<file path="config.mk">
export PLATFORM = sky130hd
export DESIGN_NAME = bus_transfer_sequencer
export DESIGN_NICKNAME = d
export VERILOG_FILES = /design/src/rtl/bus_pkg.sv /design/src/rtl/cmd_fifo.sv /design/src/rtl/bus_transfer_sequencer.sv
export SDC_FILE = /design/constraint.sdc
export NUM_CORES = 1
export LEC_CHECK = 0
export ABC_AREA = 1
export BUFFER_PORTS_ARGS = -buffer_cell sky130_fd_sc_hd__buf_2
export CORE_ASPECT_RATIO = 1.1
export CORE_MARGIN = 8
export CORE_UTILIZATION = 60
export CTS_BUF_LIST = sky130_fd_sc_hd__clkbuf_16
export CTS_CLUSTER_DIAMETER = 40
export CTS_CLUSTER_SIZE = 8
export DETAILED_ROUTE_END_ITERATION = 10
export HOLD_SLACK_MARGIN = 0.15
export PLACE_DENSITY = 0.88
export REMOVE_ABC_BUFFERS = 1
export SYNTH_ARGS = -nofsm -noshare
export SYNTH_HDL_FRONTEND = slang
export SYNTH_SLANG_ARGS = --single-unit
</file>
<file path="constraint.sdc">
create_clock -name clock -period 3.7 [get_ports clock]
set_input_delay 0.37 -clock clock [delete_from_list [all_inputs] [get_ports clock]]
set_output_delay 0.37 -clock clock [all_outputs]
set_load 0.02 [all_outputs]
</file>
<file path="src/rtl/bus_pkg.sv">
// bus_pkg: source codes, FSM states and command format shared by the bus transfer sequencer
package bus_pkg;
  localparam logic [4:0] SRC_R0     = 5'd0;
  localparam logic [4:0] SRC_R15    = 5'd15;
  localparam logic [4:0] SRC_HI     = 5'd16;
  localparam logic [4:0] SRC_LO     = 5'd17;
  localparam logic [4:0] SRC_Y      = 5'd18;
  localparam logic [4:0] SRC_ZHIGH  = 5'd19;
  localparam logic [4:0] SRC_ZLOW   = 5'd20;
  localparam logic [4:0] SRC_PC     = 5'd21;
  localparam logic [4:0] SRC_MDR    = 5'd22;
  localparam logic [4:0] SRC_INPORT = 5'd23;
  localparam logic [4:0] SRC_C      = 5'd24;
  localparam logic [4:0] SRC_COUNT  = 5'd25;
  typedef enum logic {IDLE, DRIVE} state_t;
  typedef struct packed {
    logic [4:0] src;
    logic [4:0] dst;
    logic [1:0] hold;
  } cmd_t;
  function automatic logic cmd_ok(input cmd_t c);
    return (c.src < SRC_COUNT) && (c.dst < SRC_COUNT);
  endfunction
endpackage

</file>
<file path="src/rtl/cmd_fifo.sv">
// cmd_fifo: synchronous FIFO with combinational head read and exposed occupancy count
module cmd_fifo #(
  parameter int DEPTH = 4,
  parameter int W = 12
) (
  input  logic                     clk,
  input  logic                     rst_n,
  input  logic                     push,
  input  logic                     pop,
  input  logic [W-1:0]             wdata,
  output logic [W-1:0]             rdata,
  output logic [$clog2(DEPTH):0]   count,
  output logic                     full,
  output logic                     empty
);
  localparam int AW = $clog2(DEPTH);
  logic [W-1:0] mem_q [DEPTH];
  logic [AW-1:0] wr_q, wr_d, rd_q, rd_d;
  logic [AW:0] cnt_q, cnt_d;
  always_comb begin
    wr_d = push ? wr_q + 1'b1 : wr_q;
    rd_d = pop ? rd_q + 1'b1 : rd_q;
    cnt_d = cnt_q + (AW+1)'(push) - (AW+1)'(pop);
  end
  always_ff @(posedge clk or negedge rst_n) begin
    if (!rst_n) begin
      wr_q <= '0;
      rd_q <= '0;
      cnt_q <= '0;
    end else begin
      wr_q <= wr_d;
      rd_q <= rd_d;
      cnt_q <= cnt_d;
    end
  end
  always_ff @(posedge clk) begin
    if (push) mem_q[wr_q] <= wdata;
  end
  assign rdata = mem_q[rd_q];
  assign count = cnt_q;
  assign full  = cnt_q == (AW+1)'(DEPTH);
  assign empty = cnt_q == '0;
endmodule

</file>
<file path="src/rtl/bus_transfer_sequencer.sv">
// bus_transfer_sequencer: queues register transfers and drives one-hot bus source strobes
module bus_transfer_sequencer
  import bus_pkg::*;
#(
  parameter int DEPTH = 4
) (
  input  logic        clock,
  input  logic        clear,
  input  logic        cmdValid,
  output logic        cmdReady,
  input  logic [4:0]  cmdSrc,
  input  logic [4:0]  cmdDst,
  input  logic [1:0]  cmdHold,
  output logic [15:0] RoutSignals,
  output logic        HIout,
  output logic        LOout,
  output logic        Yout,
  output logic        Zhighout,
  output logic        Zlowout,
  output logic        PCout,
  output logic        MDRout,
  output logic        InPortout,
  output logic        Cout,
  output logic [4:0]  dstSelect,
  output logic        dstLoad,
  output logic        errInvalid,
  output logic        busy
);
  logic push, pop, full, empty;
  logic [$clog2(DEPTH):0] count;
  cmd_t head;
  state_t state_q, state_d;
  logic [1:0] hold_q, hold_d;
  logic [SRC_COUNT-1:0] strobe_q, strobe_d;
  logic [4:0] dst_q, dst_d;
  logic load_q, load_d, err_q, err_d, busy_q, busy_d;

  cmd_fifo #(.DEPTH(DEPTH), .W($bits(cmd_t))) u_fifo (
    .clk(clock), .rst_n(clear), .push(push), .pop(pop),
    .wdata({cmdSrc, cmdDst, cmdHold}), .rdata(head),
    .count(count), .full(full), .empty(empty)
  );

  assign push = cmdValid && !full;
  assign pop = !empty && (state_q == IDLE || hold_q == '0);
  assign cmdReady = !full;

  // Invalid or absent commands fall through to IDLE; an invalid pop flags errInvalid next cycle
  always_comb begin
    state_d = state_q;
    hold_d = hold_q;
    strobe_d = strobe_q;
    dst_d = dst_q;
    err_d = 1'b0;
    if (state_q == DRIVE && hold_q != '0) begin
      hold_d = hold_q - 1'b1;
    end else if (pop && cmd_ok(head)) begin
      state_d = DRIVE;
      hold_d = head.hold;
      strobe_d = '0;
      strobe_d[head.src] = 1'b1;
      dst_d = head.dst;
    end else begin
      state_d = IDLE;
      hold_d = '0;
      strobe_d = '0;
      dst_d = '0;
      err_d = pop;
    end
    load_d = state_d == DRIVE && hold_d == '0;
    busy_d = state_d == DRIVE || push || count != {{$clog2(DEPTH){1'b0}}, pop};
  end

  always_ff @(posedge clock or negedge clear) begin
    if (!clear) begin
      state_q <= IDLE;
      hold_q <= '0;
      strobe_q <= '0;
      dst_q <= '0;
      load_q <= 1'b0;
      err_q <= 1'b0;
      busy_q <= 1'b0;
    end else begin
      state_q <= state_d;
      hold_q <= hold_d;
      strobe_q <= strobe_d;
      dst_q <= dst_d;
      load_q <= load_d;
      err_q <= err_d;
      busy_q <= busy_d;
    end
  end

  assign RoutSignals = strobe_q[SRC_R15:SRC_R0];
  assign HIout      = strobe_q[SRC_HI];
  assign LOout      = strobe_q[SRC_LO];
  assign Yout       = strobe_q[SRC_Y];
  assign Zhighout   = strobe_q[SRC_ZHIGH];
  assign Zlowout    = strobe_q[SRC_ZLOW];
  assign PCout      = strobe_q[SRC_PC];
  assign MDRout     = strobe_q[SRC_MDR];
  assign InPortout  = strobe_q[SRC_INPORT];
  assign Cout       = strobe_q[SRC_C];
  assign dstSelect  = dst_q;
  assign dstLoad    = load_q;
  assign errInvalid = err_q;
  assign busy       = busy_q;
endmodule

</file>
# Word level (Yosys, flattened, before mapping)
# Memories as Yosys holds them, arrays and structs flattened.
# Cells that the tools add are included.
[op_classes]
addsub = 5
n_lt_le_gt_ge = 4
eq_ne = 2
n_mux = 12
bitwise = 1
reduce_logical = 16
[op_table]
columns = ["operator", "count"]
rows = [
  ["$mux 25", 1],
  ["$lt 5x5->1 const B", 2],
  ["$logic_and 1x1->1", 7],
  ["$mux 1", 7],
  ["$lt 5x6->1 const B", 1],
  ["$demux 1 s5", 1],
  ["$ge 5x1->1 const B", 1],
  ["$mux 5", 1],
  ["$add 2x1->2 const B", 2],
  ["$logic_not 2->1", 2],
  ["$mux 2", 2],
  ["$add 3x1->3", 1],
  ["$eq 3x3->1 const B", 1],
  ["$logic_not 3->1", 1],
  ["$logic_or 1x1->1", 3],
  ["$ne 3x1->1", 1],
  ["$sub 3x1->3", 1],
  ["$logic_not 1->1", 2],
  ["$reduce_bool 2->1", 1],
  ["$sub 2x1->2 const B", 1],
  ["$not 1->1", 1],
]
[word_totals]
register_bits = 43
ram_bits = 48
input_bits = 15
out_inout_bits = 34
word_cells = 51
n_memories = 1
[mem_list]
columns = ["memory", "depth", "word_bits", "rd", "rd_ports_with_merged_regs", "write_ports", "line", "source"]
rows = [
  ["u_fifo.mem_q", 4, 12, 1, 0, 1, "cmd_fifo.sv:17", "logic [W-1:0] mem_q [DEPTH];"],
]

# Logic depth before layout (Yosys ltp)
[logic_depth]
ltp_word = 8
mapped_depth = 13
mapped_depth_nobuf = 10

# Modules after synthesis
# A second synthesis with hierarchy kept.
[hier_totals]
cells_unflattened = 417
area_unflattened_um2 = 4061.4
[by_module_without_submodules]
columns = ["mod", "n_inst", "cells_each", "area_each_um2", "seq_area_each_um2"]
rows = [
  ["cmd_fifo", 1, 234, 2478.6, 1616.6],
  ["bus_transfer_sequencer", 1, 183, 1582.8, 900.9],
]

# Worst setup path after synthesis
# Ideal clock, no wire load.
[synth_timing]
kind = "register to register"
from = "register hold_q[0]"
to = "register u_fifo.cnt_q[2] (netlist: u_fifo.count[2])"
setup_ns = 0.129
t_arrival_ns = 1.967
t_required_ns = 3.571
slack_ns = 1.604
path_stages_with_launch = 10
path_buffers = 0
synth_period_minus_slack_ns = 2.096
path_cell_list = "dfrtp_1 inv_1 ha_1 nor2_1 a31oi_4 ha_1 inv_1 ha_1 fa_1 xor2_1"
[synth_between]
elab_chain_cells = 4
[synth_lines]
columns = ["element", "line", "source"]
rows = [
  ["from (decl)", "bus_transfer_sequencer.sv:33", "logic [1:0] hold_q, hold_d;"],
  ["from (signal assigned)", "bus_transfer_sequencer.sv:85", "hold_q <= hold_d;"],
  ["$logic_not 2->1", "bus_transfer_sequencer.sv:45", "assign pop = !empty && (state_q == IDLE || hold_q == '0);"],
  ["$logic_or 1x1->1", "bus_transfer_sequencer.sv:45", ""],
  ["$logic_and 1x1->1", "bus_transfer_sequencer.sv:45", ""],
  ["named net pop", "bus_transfer_sequencer.sv:29", "logic push, pop, full, empty;"],
  ["$sub 3x1->3", "cmd_fifo.sv:23", "cnt_d = cnt_q + (AW+1)'(push) - (AW+1)'(pop);"],
  ["named net u_fifo.cnt_d[2]", "cmd_fifo.sv:19", "logic [AW:0] cnt_q, cnt_d;"],
  ["to (signal assigned)", "cmd_fifo.sv:33", "cnt_q <= cnt_d;"],
  ["to (decl)", "cmd_fifo.sv:19", ""],
]
# The timed path passes the listed nets, and every way through them passes these cells.
# A chain may end at the register's enable or synchronous reset.

# Final worst setup path
# Same ends and word-level chain as after synthesis.

==> run summary <==
The violation count after the first detailed-routing iteration is 167. The largest total area in the synthesized netlist belongs to sky130_fd_sc_hd__edfxtp_1. The repair_antennas step left the layout with diodes totalling 0. Cells with a size suffix above 1 make up 21.9% of the layout. The critical path start-end classification is register to register. The total overflow left after global routing is 0. Data on the critical path arrives at its endpoint at 2.56 ns.

The Yosys step of the flow raised 0 warnings. The leakage dissipation is 1.98 nW, and the vertical die dimension is 99.2 µm. Simple-gate share of the synthesized area: 18.6%. The tools report the gate count after technology mapping as 333.

The mapped cell area was 0.00377 mm². After synthesis, the largest area contributor takes up 38.2% of total cell area. Buffers placed on the I/O ports in this run total 48. The run gives 0 ns as the final-layout setup total negative slack. Yosys attributes the largest share of cell area to sky130_fd_sc_hd__edfxtp_1 38%, sky130_fd_sc_hd__dfrtp_1 29%, sky130_fd_sc_hd__nand2_1 9.8%, sky130_fd_sc_hd__nand3_1 3.2%, sky130_fd_sc_hd__o21ai_0 2.4%. The clock insertion delay at the later pin of the skew report is 0.34 ns, and the unique cell type count in the Yosys netlist is 31. Once the clock tree was built, the resizer swapped 0 gates to a different size. The run gives 49 as the top-level I/O count. The first global-routing pass estimated 12.2 mm of wire. After detailed routing, the total wire length is 7.37 mm. Clock-pin slew was measured on the worst setup and hold paths at 0.06 ns.

The H-tree generated during clock tree synthesis spans 3 levels. The slowest stage cell on the critical path was sky130_fd_sc_hd__fa_1. The type of element capturing the critical path was a register. The number of global-route vias before repair was 2512; the fraction of the mapped netlist area in adder cells was 2.85%. Once detailed placement completed, the half-perimeter wirelength came to 4.90 mm. After detailed routing, the number of vias per cell comes to 5.39.

sky130_fd_sc_hd__nand2_1 is the most common cell in the netlist. The mean instance size in the synthesized netlist was 11.3 µm². Data on the critical path is required at its endpoint by 3.92 ns. Once detail routing completed, the nets flagged for antenna violations numbered 0. By area, the combinational part of the netlist is dominated by simple AND/OR/NAND/NOR gates.

The synthesized design contains 91 register bits. Mux cell area share after synthesis: 0%. Setup repair after global routing left no endpoint under its margin. Clock tree synthesis found a total of 91 sinks. After clock tree synthesis, the flow added hold-fix buffers numbering 0. Counting flops with a built-in enable in the synthesized netlist gives 48. The cell repeated most along the worst path was sky130_fd_sc_hd__ha_1. TritonCTS built the clock tree. The first detailed-routing pass ran for 4 iterations. Max-cap violations in this run came to 0. In this run the post-CTS setup repair buffer count came out at 0.

Across the VDD grid, the largest voltage drop is 0.477 mV. Summing the areas of all xor and xnor instances in the mapped netlist gives 1.16% of the synthesized area. Static timing analysis puts the maximum clock frequency at 427 MHz. Clock skew on the completed layout was measured at 0.00757 ns. Proportion of register bits with asynchronous set or reset after synthesis: 47.3%. The layout overhead on the synthesized area is 14.9%, and the worst slew margin relative to its limit is 24.8%. The global-route usage over all layers came out at 17.2%. The starting density of the core is 61.6%. The tools report the number of buffers inserted during clock tree synthesis as 9. At the pin with the least slew margin, the transition time is 1.12 ns.

The cell at the root of the clock tree was sky130_fd_sc_hd__clkbuf_16. The floorplan row count came out at 30. In this run the worst setup path begins at hold_q[0]. Setup violations remaining at the end of the flow were counted as 0. The highest cell delay on the worst timing path was 0.37 ns. The type of the tightest min-delay check is primary input to async pin. Of the synthesized area, sequential elements account for 66.8%. The critical path goes through inv_1, ha_1, nor2_2, buf_4, a31oi_4, ha_1, inv_1, ha_1, fa_1, xor2_1.

The run finished with clean final reports. The DRC violation count after routing is 0, and the initial antenna violation count is 0. For the final-report hold violation count, the log shows 0. The time the worst path needs with I/O delays and setup works out to 2.34 ns.

Sorting the synthesized cells by how often they occur yields 98 x sky130_fd_sc_hd__nand2_1, 48 x sky130_fd_sc_hd__edfxtp_1, 43 x sky130_fd_sc_hd__dfrtp_1, 24 x sky130_fd_sc_hd__nand3_1, 23 x sky130_fd_sc_hd__inv_1. The tools report the number of nets in the finished design as 407. The worst flop-to-flop path startpoint was hold_q[0].

The final clock period utilization by the worst path came out at 63.3%. The tools report the kind of start point of the critical path as a register. For the die footprint, the log shows 0.00908 mm².

Largest net degree at the start of global routing: 44. On the critical path the largest part of the delay comes from adder cells. The longest clock path from root to sink contains 2 buffers. Along the worst path, the maximum fanout reaches 33. The final weighted congestion in routability-driven placement was 0.759; the worst hold margin was 0.167 ns.

The die span in x is 91.6 µm, and the fill cell instance count of the final layout is 409. Commonest register cell after synthesis: sky130_fd_sc_hd__edfxtp_1. Counting both buffers and inverters, the worst setup path holds a total of 3.

The detailed router placed 2522 vias in this run. Cell area power density: 904 mW/mm². The tools report the max-slew violation count as 0. The region available for standard cell placement spans 0.00612 mm². The synthesized netlist devotes 5.81% of its cell area to compound gates. Dividing the detail-routed wire length by the instance count gives 15.8 µm.
## registers in the layout, indices dropped and copies added (netlist names)
signal,flops
dstSelect,5
busy,1
state_q,1
errInvalid,1
strobe_q,25
hold_q,2
u_fifo.wr_q,2
u_fifo.count,3
u_fifo.mem_q,48
dstLoad,1
u_fifo.rd_q,2
## metrics by stage
stage / setup slack (ns) / power (mW) / instance area [µm²] / instances / util, %
2_1_floorplan: 0.758 / 2.60 / 3690 / 322 / -
3_3_place_gp: 1.47 / 2.99 / 4060 / 453 / 66.3
3_5_place_dp: 1.37 / 3.07 / 4060 / 453 / 66.3
4_1_cts: 1.36 / 3.94 / 4330 / 468 / 70.8
5_1_grt: 1.21 / 4.19 / 4330 / 468 / 70.8
6_report: 1.36 / 3.92 / 4330 / 468 / 70.8
## worst paths after layout
kind                                 endpoint  slack (ns)  depth (start not counted)
setup reg to reg              u_fifo.count[2]        1.36                         10
hold / removal                   strobe_q[13]        0.17                          1
max in group asynchronous      u_fifo.wr_q[1]        2.95                          1
min in group clock         u_fifo.mem_q[0][6]        0.25                          1
hold reg to reg                  strobe_q[14]        0.47                          2
setup / recovery              u_fifo.count[2]        1.36                         10
## worst register-to-register path, delay by kind of cell, from the launching register on
kind / cells / cell delay [ns]
xor gates and xnor gates: 1 / 0.17
DFF: 1 / 0.33
AOI/OAI and AO/OA: 1 / 0.12
adders and majority gates: 4 / 1.08
and+or+nand+nor: 1 / 0.10
buffers and inverters: 3 / 0.42
## metal layers
| layer | global-route usage (%) | wire, µm | vias up |
|---|---|---|---|
| met3 | 5.50 | 442 | 15 |
| met4 | 9.71 | 197 | 0 |
| li1 | - | - | 1209 |
| met2 | 28.3 | 3630 | 79 |
| met5 | 0 | 0 | - |
| met1 | 19.3 | 3100 | 1219 |
## layout by cell type, fill, tap and decap left out, drive strengths merged, types with 4 or more instances in the layout
cell / count
edfxtp: 48
nor2: 17
dfrtp: 43
clkbuf: 9
nand2: 108
ha: 7
o21ai: 30
xor2: 4
buf: 51
inv: 28
nand3: 28
## cell type report
type	count	area, µm²	area share [%]
Clock buffer	9	225	5.20
Inverter	25	98.8	2.28
Tap cell	80	100	2.31
Multi-Input combinational cell	206	1080	24.8
Clock inverter	6	51.3	1.18
Timing Repair Buffer	51	263	6.07
Sequential cell	91	2520	58.1
## where the power goes
group | internal, mW | switching (mW) | leakage, nW
Sequential | 1.34 | 0.122 | 1.01
Clock | 0.509 | 0.345 | 0.149
Combinational | 0.468 | 1.13 | 0.824
## cell families (layout without fill, tap and decap cells)
kind of cell,Yosys count,after routing
adders and majority gates,8,8
buffers and inverters,36,91
xor gates and xnor gates,5,5
AOI/OAI and AO/OA,36,36
DFF,91,91
and+or+nand+nor,157,157
(Power assumes the default switching activity.)
